## config.mk

```make
export PLATFORM = sky130hd
export DESIGN_NAME = spike_axi_master
export DESIGN_NICKNAME = d
export VERILOG_FILES = /design/src/rtl/spike_axi_pkg.sv /design/src/rtl/spike_axi_lane_steer.sv /design/src/rtl/spike_axi_master.sv
export SDC_FILE = /design/constraint.sdc
export NUM_CORES = 1
export LEC_CHECK = 0
export CORE_MARGIN = 5
export CORE_UTILIZATION = 31
export DETAILED_ROUTE_END_ITERATION = 10
export PLACE_DENSITY_LB_ADDON = 0.15
export RECOVER_POWER = 25
export SLEW_MARGIN = 40
export SYNTH_ARGS = -nofsm -noshare
export SYNTH_HDL_FRONTEND = slang
export SYNTH_HIERARCHICAL = 1
export SYNTH_SLANG_ARGS = --single-unit
```

## constraint.sdc

```tcl
create_clock -name CPUNC_ACLK -period 16.7 [get_ports CPUNC_ACLK]
set_input_delay 1.67 -clock CPUNC_ACLK [delete_from_list [all_inputs] [get_ports CPUNC_ACLK]]
set_output_delay 1.67 -clock CPUNC_ACLK [all_outputs]
set_load 0.01 [all_outputs]
```

## src/rtl/spike_axi_pkg.sv

```systemverilog
// Shared types, AXI constants and request legality check for the spike AXI master.
package spike_axi_pkg;

  typedef enum logic [2:0] {
    IDLE    = 3'd0,
    RD_A    = 3'd1,
    RD_D    = 3'd2,
    WR_AW_W = 3'd3,
    WR_B    = 3'd4,
    RSP     = 3'd5
  } state_t;

  typedef enum logic [1:0] {
    ERR_OK      = 2'b00,
    ERR_BUS     = 2'b01,
    ERR_ALIGN   = 2'b10,
    ERR_TIMEOUT = 2'b11
  } rsp_err_t;

  localparam logic [1:0] BURST_INCR = 2'b01;
  localparam logic [1:0] RESP_OKAY  = 2'b00;

  // An access is legal when it fits the bus and is naturally aligned.
  function automatic logic size_legal(input logic [2:0] addr_lo, input logic [1:0] size,
                                      input int unsigned dw);
    logic [2:0] mask;
    case (size)
      2'd0:    mask = 3'b000;
      2'd1:    mask = 3'b001;
      2'd2:    mask = 3'b011;
      default: mask = 3'b111;
    endcase
    return !((size == 2'd3) && (dw == 32)) && ((addr_lo & mask) == 3'b000);
  endfunction

endpackage

```

## src/rtl/spike_axi_lane_steer.sv

```systemverilog
// Combinational byte-lane steering: write data/strobe placement and read-data extraction.
module spike_axi_lane_steer
  import spike_axi_pkg::*;
#(
  parameter int unsigned AXI_DATA_WIDTH = 32,
  localparam int unsigned LANE_W = $clog2(AXI_DATA_WIDTH / 8),
  localparam int unsigned STRB_W = AXI_DATA_WIDTH / 8
) (
  input  logic [LANE_W-1:0]         i_lane,
  input  logic [1:0]                i_size,
  input  logic [63:0]               i_wdata,
  input  logic [AXI_DATA_WIDTH-1:0] i_rdata,
  output logic [AXI_DATA_WIDTH-1:0] o_wdata_c,
  output logic [STRB_W-1:0]         o_wstrb_c,
  output logic [63:0]               o_rdata_c
);

  logic [7:0]                w_bytes;
  logic [63:0]               w_rmask;
  logic [AXI_DATA_WIDTH-1:0] w_rshift;
  logic                      w_unused_wdata;

  always_comb begin
    w_bytes = 8'h01;
    w_rmask = 64'h0000_0000_0000_00FF;
    case (i_size)
      2'd1: begin
        w_bytes = 8'h03;
        w_rmask = 64'h0000_0000_0000_FFFF;
      end
      2'd2: begin
        w_bytes = 8'h0F;
        w_rmask = 64'h0000_0000_FFFF_FFFF;
      end
      2'd3: begin
        w_bytes = 8'hFF;
        w_rmask = 64'hFFFF_FFFF_FFFF_FFFF;
      end
      default: ;
    endcase
  end

  assign o_wdata_c = AXI_DATA_WIDTH'(i_wdata) << {i_lane, 3'b000};
  assign o_wstrb_c = STRB_W'(w_bytes) << i_lane;
  assign w_rshift  = i_rdata >> {i_lane, 3'b000};
  assign o_rdata_c = 64'(w_rshift) & w_rmask;

  // Upper write-data bits cannot reach a 32-bit bus; legal requests never need them.
  assign w_unused_wdata = ^i_wdata;

endmodule

```

## src/rtl/spike_axi_master.sv

```systemverilog
// Single-outstanding AXI master: one valid/ready memory request becomes one AXI transaction,
// with lane steering, concurrent AW/W, error reporting and a wait-state timeout.
module spike_axi_master
  import spike_axi_pkg::*;
#(
  parameter int unsigned AXI_DATA_WIDTH = 32,
  parameter int unsigned AXI_ADDR_WIDTH = 32,
  parameter logic [7:0]  AXI_ID         = 8'd0,
  parameter int unsigned TIMEOUT_CYCLES = 1024,
  localparam int unsigned STRB_W = AXI_DATA_WIDTH / 8
) (
  input  logic                      CPUNC_ACLK,
  input  logic                      CPUNC_ARESET,
  input  logic                      req_valid,
  output logic                      req_ready,
  input  logic                      req_write,
  input  logic [AXI_ADDR_WIDTH-1:0] req_addr,
  input  logic [1:0]                req_size,
  input  logic [63:0]               req_wdata,
  output logic                      rsp_valid,
  input  logic                      rsp_ready,
  output logic [63:0]               rsp_rdata,
  output logic [1:0]                rsp_err,
  output logic [7:0]                CPUNC_AWID,
  output logic [AXI_ADDR_WIDTH-1:0] CPUNC_AWADDR,
  output logic [7:0]                CPUNC_AWLEN,
  output logic [2:0]                CPUNC_AWSIZE,
  output logic [1:0]                CPUNC_AWBURST,
  output logic                      CPUNC_AWVALID,
  input  logic                      CPUNC_AWREADY,
  output logic [7:0]                CPUNC_WID,
  output logic [AXI_DATA_WIDTH-1:0] CPUNC_WDATA,
  output logic [STRB_W-1:0]         CPUNC_WSTRB,
  output logic                      CPUNC_WLAST,
  output logic                      CPUNC_WVALID,
  input  logic                      CPUNC_WREADY,
  input  logic [7:0]                CPUNC_BID,
  input  logic [1:0]                CPUNC_BRESP,
  input  logic                      CPUNC_BVALID,
  output logic                      CPUNC_BREADY,
  output logic [7:0]                CPUNC_ARID,
  output logic [AXI_ADDR_WIDTH-1:0] CPUNC_ARADDR,
  output logic [7:0]                CPUNC_ARLEN,
  output logic [2:0]                CPUNC_ARSIZE,
  output logic [1:0]                CPUNC_ARBURST,
  output logic                      CPUNC_ARVALID,
  input  logic                      CPUNC_ARREADY,
  input  logic [7:0]                CPUNC_RID,
  input  logic [AXI_DATA_WIDTH-1:0] CPUNC_RDATA,
  input  logic [1:0]                CPUNC_RRESP,
  input  logic                      CPUNC_RLAST,
  input  logic                      CPUNC_RVALID,
  output logic                      CPUNC_RREADY
);

  localparam int unsigned LANE_W = $clog2(AXI_DATA_WIDTH / 8);

  state_t                    r_state, w_state_nxt;
  rsp_err_t                  w_rsp_err;
  logic                      w_req_hs, w_legal, w_acc_rd, w_acc_wr;
  logic                      w_aw_hs, w_w_hs, w_ar_hs, w_r_hs, w_b_hs;
  logic                      w_tmo_hit, w_abort, w_drain_nxt;
  logic                      r_drain, r_aw_done, r_w_done;
  logic [31:0]               r_tmo;
  logic [LANE_W-1:0]         r_lane, w_lane;
  logic [1:0]                r_size, w_size;
  logic [AXI_DATA_WIDTH-1:0] w_wdata_c;
  logic [STRB_W-1:0]         w_wstrb_c;
  logic [63:0]               w_rdata_c;
  logic                      w_unused_ids;

  assign CPUNC_AWID    = AXI_ID;
  assign CPUNC_WID     = AXI_ID;
  assign CPUNC_ARID    = AXI_ID;
  assign CPUNC_AWLEN   = 8'd0;
  assign CPUNC_ARLEN   = 8'd0;
  assign CPUNC_AWBURST = BURST_INCR;
  assign CPUNC_ARBURST = BURST_INCR;
  assign w_unused_ids  = ^{CPUNC_BID, CPUNC_RID, CPUNC_RLAST};

  assign w_legal   = size_legal(req_addr[2:0], req_size, AXI_DATA_WIDTH);
  assign w_req_hs  = req_valid && req_ready;
  assign w_acc_rd  = w_req_hs && w_legal && !req_write;
  assign w_acc_wr  = w_req_hs && w_legal && req_write;
  assign w_aw_hs   = CPUNC_AWVALID && CPUNC_AWREADY;
  assign w_w_hs    = CPUNC_WVALID && CPUNC_WREADY;
  assign w_ar_hs   = CPUNC_ARVALID && CPUNC_ARREADY;
  assign w_r_hs    = CPUNC_RVALID && CPUNC_RREADY;
  assign w_b_hs    = CPUNC_BVALID && CPUNC_BREADY;
  assign w_tmo_hit = (TIMEOUT_CYCLES != 0) && ((r_tmo + 32'd1) >= 32'(TIMEOUT_CYCLES));

  // Lanes come from the live request while accepting, from the captured request afterwards.
  assign w_lane = (r_state == IDLE) ? req_addr[LANE_W-1:0] : r_lane;
  assign w_size = (r_state == IDLE) ? req_size : r_size;

  spike_axi_lane_steer #(.AXI_DATA_WIDTH(AXI_DATA_WIDTH)) u_steer (
    .i_lane    (w_lane),
    .i_size    (w_size),
    .i_wdata   (req_wdata),
    .i_rdata   (CPUNC_RDATA),
    .o_wdata_c (w_wdata_c),
    .o_wstrb_c (w_wstrb_c),
    .o_rdata_c (w_rdata_c)
  );

  always_ff @(posedge CPUNC_ACLK or posedge CPUNC_ARESET) begin
    if (CPUNC_ARESET) r_state <= IDLE;
    else              r_state <= w_state_nxt;
  end

  always_comb begin
    w_state_nxt = r_state;
    w_rsp_err   = ERR_OK;
    w_abort     = 1'b0;
    case (r_state)
      IDLE: begin
        if (w_req_hs) begin
          if (!w_legal) begin
            w_state_nxt = RSP;
            w_rsp_err   = ERR_ALIGN;
          end else begin
            w_state_nxt = req_write ? WR_AW_W : RD_A;
          end
        end
      end
      RD_A: begin
        if (w_ar_hs)        w_state_nxt = RD_D;
        else if (w_tmo_hit) w_abort = 1'b1;
      end
      RD_D: begin
        if (w_r_hs) begin
          w_state_nxt = RSP;
          w_rsp_err   = (CPUNC_RRESP != RESP_OKAY) ? ERR_BUS : ERR_OK;
        end else if (w_tmo_hit) begin
          w_abort = 1'b1;
        end
      end
      WR_AW_W: begin
        if ((r_aw_done || w_aw_hs) && (r_w_done || w_w_hs)) w_state_nxt = WR_B;
        else if (w_tmo_hit)                                 w_abort = 1'b1;
      end
      WR_B: begin
        if (w_b_hs) begin
          w_state_nxt = RSP;
          w_rsp_err   = (CPUNC_BRESP != RESP_OKAY) ? ERR_BUS : ERR_OK;
        end else if (w_tmo_hit) begin
          w_abort = 1'b1;
        end
      end
      RSP: begin
        if (rsp_valid && rsp_ready) w_state_nxt = IDLE;
      end
      default: w_state_nxt = IDLE;
    endcase
    if (w_abort) begin
      w_state_nxt = RSP;
      w_rsp_err   = ERR_TIMEOUT;
    end
    // A timed-out transaction may still owe one R or B beat; swallow it while idle.
    w_drain_nxt = r_drain;
    if (((r_state == IDLE) || (r_state == RSP)) && (w_r_hs || w_b_hs)) w_drain_nxt = 1'b0;
    if (w_abort) w_drain_nxt = 1'b1;
  end

  always_ff @(posedge CPUNC_ACLK or posedge CPUNC_ARESET) begin
    if (CPUNC_ARESET) begin
      req_ready     <= 1'b0;
      rsp_valid     <= 1'b0;
      rsp_rdata     <= 64'd0;
      rsp_err       <= 2'b00;
      CPUNC_AWADDR  <= '0;
      CPUNC_AWSIZE  <= 3'd0;
      CPUNC_AWVALID <= 1'b0;
      CPUNC_WDATA   <= '0;
      CPUNC_WSTRB   <= '0;
      CPUNC_WLAST   <= 1'b0;
      CPUNC_WVALID  <= 1'b0;
      CPUNC_BREADY  <= 1'b0;
      CPUNC_ARADDR  <= '0;
      CPUNC_ARSIZE  <= 3'd0;
      CPUNC_ARVALID <= 1'b0;
      CPUNC_RREADY  <= 1'b0;
      r_drain       <= 1'b0;
      r_aw_done     <= 1'b0;
      r_w_done      <= 1'b0;
      r_tmo         <= 32'd0;
      r_lane        <= '0;
      r_size        <= 2'd0;
    end else begin
      req_ready    <= (w_state_nxt == IDLE);
      rsp_valid    <= (w_state_nxt == RSP);
      r_drain      <= w_drain_nxt;
      CPUNC_RREADY <= (w_state_nxt == RD_D) ||
                      (w_drain_nxt && ((w_state_nxt == IDLE) || (w_state_nxt == RSP)));
      CPUNC_BREADY <= (w_state_nxt == WR_B) ||
                      (w_drain_nxt && ((w_state_nxt == IDLE) || (w_state_nxt == RSP)));

      if (w_acc_rd || w_acc_wr) begin
        r_tmo  <= 32'd0;
        r_lane <= req_addr[LANE_W-1:0];
        r_size <= req_size;
      end else if ((r_state == RD_A) || (r_state == RD_D) ||
                   (r_state == WR_AW_W) || (r_state == WR_B)) begin
        r_tmo <= r_tmo + 32'd1;
      end

      if (w_acc_rd) begin
        CPUNC_ARADDR  <= req_addr;
        CPUNC_ARSIZE  <= {1'b0, req_size};
        CPUNC_ARVALID <= 1'b1;
      end else if (w_ar_hs || w_abort) begin
        CPUNC_ARVALID <= 1'b0;
      end

      // AW and W launch together and retire independently.
      if (w_acc_wr) begin
        CPUNC_AWADDR  <= req_addr;
        CPUNC_AWSIZE  <= {1'b0, req_size};
        CPUNC_AWVALID <= 1'b1;
        CPUNC_WDATA   <= w_wdata_c;
        CPUNC_WSTRB   <= w_wstrb_c;
        CPUNC_WVALID  <= 1'b1;
        CPUNC_WLAST   <= 1'b1;
        r_aw_done     <= 1'b0;
        r_w_done      <= 1'b0;
      end else begin
        if (w_aw_hs || w_abort) CPUNC_AWVALID <= 1'b0;
        if (w_aw_hs)            r_aw_done     <= 1'b1;
        if (w_w_hs || w_abort) begin
          CPUNC_WVALID <= 1'b0;
          CPUNC_WLAST  <= 1'b0;
        end
        if (w_w_hs) r_w_done <= 1'b1;
      end

      if ((r_state != RSP) && (w_state_nxt == RSP)) begin
        rsp_err   <= w_rsp_err;
        rsp_rdata <= ((r_state == RD_D) && w_r_hs) ? w_rdata_c : 64'd0;
      end
    end
  end

endmodule

```

**Word-level counts from Yosys, hierarchy flattened**

Index checks and enable logic that the tools add are counted.
Widths: inputs -> output; s select.

- Bits in registers: 219
- Output and inout port bits: 224
- Bits of input ports: 161

- Add/subtract/negate cells: 1
- Shift operators: 3
- Muxes and demuxes: 44
- Bitwise logic cells: 2
- Reductions and logical operators: 44
- Equal/unequal tests: 15
- $lt $le $gt $ge: 1

Operators with widths:

| cell | count |
|---|---|
| $pmux 64 s3 | 1 |
| $and 32x64->64 | 1 |
| $mux 32 | 2 |
| $mux 64 | 1 |
| $add 32x1->32 const B | 1 |
| $ge 32x11->1 const B | 1 |
| $shl 32x5->32 | 1 |
| $shr 32x5->32 | 1 |
| $mux 3 | 8 |
| $mux 1 | 21 |
| $pmux 3 s6 | 1 |
| $logic_and 1x1->1 | 16 |
| $reduce_bool 2->1 | 8 |
| $logic_or 1x1->1 | 14 |
| $eq 3x3->1 const B | 4 |
| $mux 2 | 6 |
| $pmux 4 s3 | 1 |
| $eq 3x2->1 const B | 3 |
| $logic_not 3->1 | 3 |
| $pmux 3 s3 | 1 |
| $eq 2x2->1 const B | 4 |
| $pmux 2 s3 | 1 |
| $eq 2x1->1 const B | 2 |
| $pmux 1 s4 | 1 |
| 6 further kinds | 7 |

**Logic depth before layout (Yosys ltp)**

- Depth in word-level cells: 13
- Mapped depth: 10
- Gate-level depth less buffers: 8

**By module**

The synthesis kept the hierarchy.

Modules (own cells, without submodules):

| module | area an instance (µm²) | cells an instance | sequential area each (µm²) | instances |
|---|---|---|---|---|
| spike_axi_master | 9,594.2 | 778 | 5,480.3 | 1 |
| spike_axi_lane_steer | 1,446.4 | 216 | 0.0 | 1 |

**Worst setup path before layout**

Ideal clock, no wire load.

- Path kind: input to register
- From: in req_addr[0]
- To: reg rsp_rdata[11]
- Path buffers: 1
- Stages on the path: 8
- Setup time: 66 ps
- Setup slack: 13,057 ps
- Arrival time: 3,578 ps
- Cell sequence: o21ai_0 a2111oi_2 a2111o_1 o311ai_1 nand4_1 o31ai_4 buf_6 a22o_1

- Word-level cells in the longest chain between the ends: 9
- Elaborated cells between the ends (all ways): 13
- Classes of those cells: eq/ne: 1; shift: 1; mux: 6; bitwise: 2; reduce/logical: 3

Ends and longest elaborated chain:

| what | line | RTL |
|---|---|---|
| start: declaration | spike_axi_master.sv:17 | `input logic [AXI_ADDR_WIDTH-1:0] req_addr,` |
| $and 3x3->3 | spike_axi_pkg.sv:33 | `return !((size == 2'd3) && (dw == 32)) && ((addr_lo & mask) == 3'b000);` |
| $logic_not 3->1 | spike_axi_pkg.sv:33 |  |
| $logic_and 1x1->1 | spike_axi_pkg.sv:33 |  |
| $mux 3 | spike_axi_master.sv:118 | `if (!w_legal) begin` |
| $mux 3 | spike_axi_master.sv:117 | `if (w_req_hs) begin` |
| $pmux 3 s6 | spike_axi_master.sv:115 | `case (r_state)` |
| $mux 3 | spike_axi_master.sv:155 | `if (w_abort) begin` |
| $eq 3x3->1 | spike_axi_master.sv:236 | `if ((r_state != RSP) && (w_state_nxt == RSP)) begin` |
| $logic_and 1x1->1 | spike_axi_master.sv:236 |  |
| end signal: assignment | spike_axi_master.sv:238 | `rsp_rdata <= ((r_state == RD_D) && w_r_hs) ? w_rdata_c : 64'd0;` |
| end: declaration | spike_axi_master.sv:22 | `output logic [63:0] rsp_rdata,` |

Several ways; a longest one is shown, not always the timed one.
A chain may end at the register's enable or synchronous reset.

==> out/qor.yml <==
global_routing:
  grt.total_usage_pct: 15.42
  grt_pass1_vias: 8301
  grt_pass1_wl_um: 49180
  antenna_found_initial: 1
  grt_max_degree: 88
  grt-ovfl-total: 0
timing:
  drv_slew: 224
  finalSetupTns_ps: 0
  period_minus_slack_ps: 7618
  worst_pin_slew_ps: 3896
  rsz0062_at_grt: "no"
  finalHoldViolCount: 0
  clock_skew_ps: 11.98
  clock.fmax_ghz: 0.1313
  setup_viol: 0
  relSlewSlack_pct: -159.8
  finalCritPeriodShare_pct: 45.62
synth:
  synth_top_area_cell: "dfrtp_1"
  yosys_most_used_dff: "dfrtp_1"
  postSynthAreaPerCell_um2: 11.11
  ys_ff_latch: 219
  synth_area_leaders: "dfrtp_1 50%, mux2_2 11%, buf_4 5.5%"
  yosysUniqueCellTypes: 61
  synthArstFlopShare_pct: 100.0
  postSynthCellCount: 994
  synth_edf_count: 0
  synth_top_area_share_pct: 49.64
  synth_area_um2: 11040
  synth.most_common_cell: "dfrtp_1"
  synth_common_cells: "219 x dfrtp_1, 107 x mux2_2, 81 x buf_4, 71 x nor2_1, 64 x a22o_1"
  yosys_warnings: 6
  synth-seq-area-share_pct: 49.64
hold_path:
  hold_class: "reg2reg"
floorplan:
  dieArea_um2: 39490
  io-pin-count: 385
  start_util_pct: 31.19
  num_rows: 69
  die_w_um: 198.7
  coreArea_um2: 35400
  die_h_um: 198.7
setup_path:
  required_ps: 16420
  cp-end-kind: "async pin"
  crit_path_start_kind: "input pin"
  r2r_slack_ps: 13130
  cp_max_fo: 83
  setup.worst_path.class: "in2async"
  worstPathArrival_ps: 7340
finish:
  final_util_pct: 42.05
  drive_gt1_share_pct: 14.53
  nFillCells: 3406
  final_nets: 1415
  syn_to_final_growth_pct: 34.83
  stdcell_count: 1735
clocking:
  numCtsBuffers: 27
  ctsHoldBuffers: 0
  root_buffer: "clkbuf_16"
  path_clk_slew_ps: 50
  htreeDepth: 1
  clock_sinks: 219
  cts_buffer_depth: 3
  clock_latency_ps: 520
  cts_tree: "done"
  post_cts_resize_count: 0
  cts_setup_buffers: 0
drt:
  wl_per_cell_um: 18.37
  drt_pass1_iterations: 5
  antenna_left: 0
  drt-total-wl_um: 31870
  route.detailed.drc: 0
  dr_total_vias: 8215
  drt_iter0_drc: 341
  avgViaCountPerCell: 4.735
power_and_ir_drop:
  pwr-share-seq_pct: 33.8
  power_switching_share_pct: 35.47
  p_leak_nw: 6.423
  power_frac_comb_pct: 41.2
  clock_power_share_pct: 24.9
  total_power_mw: 2.416
  ir_worst_vdd_mv: 0.09532
  power_density_nw_per_um2: 162.3
  internal_power_mw: 1.559
  switchingPower_mw: 0.8570
outcome:
  status: "finished with violations"
  violations: "capacitance limit, slew limit"
place:
  port-buffer-count: 289
  dp_hpwl_um: 22160
  dp.cells: 1685
  gp_congestion: 0.7868
job:
  drv_cap: 3
power by group through the flow:
stage / logic, mW / registers (mW) / clock network, mW
floorplan: 0.590 / 0.845 / 0
global placement: 1.01 / 0.817 / 0
detailed placement: 1.01 / 0.822 / 0
CTS: 1.02 / 0.818 / 0.628
global route: 1.09 / 0.843 / 0.647
finish: 0.997 / 0.817 / 0.603
cells by family (layout without fill, tap and decap cells):
kind of cell	after synthesis	in the layout	synth area share [%]
fa+ha+maj	1	1	0.1133
compound gates	181	181	12.25
simple gates	258	258	11.98
flops	219	219	49.64
mux	133	133	13.27
buf+inv	155	359	9.157
xor+xnor	44	44	3.490
other cells	3	79	0.1020
worst max-delay path: stages:
cell and delay, ps:
dlygate4sd3_1 550, clkinvlp_2 2120, clkbuf_1 2880
cell usage in the layout, fill, tap and decap left out, drive strengths merged, types with 6 or more instances in the layout:
master / n
a21oi: 28
xnor2: 18
nand2b: 11
clkinv: 7
and2: 10
conb: 78
a22o: 64
nand3: 21
a211oi: 35
clkdlybuf4s50: 288
o21ai: 25
mux2i: 26
buf: 9
nand4: 15
mux2: 107
nor2: 72
and3: 15
nand2: 54
nor2b: 25
nor4: 6
xor2: 26
inv: 8
nor3: 15
clkbuf: 41
dfrtp: 219
flip-flops by register name, summed over array words and instances, names as in the netlist, 2 cells and up:
register and cells:
r_lane 2, r_tmo 32, r_state 3, CPUNC_ARSIZE 2, CPUNC_AWADDR 32, rsp_err 2, CPUNC_WDATA 32, CPUNC_ARADDR 32
CPUNC_AWSIZE 2, CPUNC_WSTRB 4, rsp_rdata 64, r_size 2
per-layer routing:
| metal | vias up | GRT usage [%] | part of all wire (%) |
|---|---|---|---|
| li1 | 3892 | - | - |
| met1 | 4034 | 21.00 | 43 |
| met2 | 259 | 24.06 | 46 |
| met3 | 30 | 5.115 | 8.6 |
| met4 | 0 | 3.470 | 2.2 |
| met5 | - | 0 | 0 |
path summary, 6_finish.rpt:
check | from | to | depth (start not counted)
worst min-delay path | CPUNC_AWADDR[0] | CPUNC_AWADDR[0] | 2
worst max register to register | r_state[2] | rsp_rdata[1] | 9
min in group asynchronous | CPUNC_ARESET | CPUNC_AWADDR[24] | 2
max in group CPUNC_ACLK | CPUNC_RVALID | rsp_rdata[1] | 10
worst max-delay path | CPUNC_ARESET | rsp_rdata[62] | 3
worst min register to register | CPUNC_AWADDR[0] | CPUNC_AWADDR[0] | 2
final cells by class:
| cell class | count | area, um2 | share of cell area, % |
|---|---|---|---|
| flip-flops and latches | 219 | 5480 | 36.82 |
| clock buffers | 38 | 797.0 | 5.354 |
| well taps | 461 | 576.8 | 3.875 |
| repair buffers | 301 | 2992 | 20.10 |
| inverters | 9 | 35.03 | 0.2354 |
| diodes | 1 | 2.502 | 0.01681 |
| multi-input cells | 695 | 4870 | 32.71 |
| clock inverters | 11 | 132.6 | 0.8910 |
metrics by stage:
stage | hold slack [ps] | area [um2] | setup slack [ps]
final | 478.0 | 14890 | 9082
after global placement | 469.0 | 13930 | 11600
after CTS | 484.4 | 14910 | 12140
after global routing | 506.6 | 14890 | 7651
after floorplan | 460.9 | 11320 | 9037
after detailed placement | 470.2 | 13980 | 11620
(Power assumes the default switching activity.)
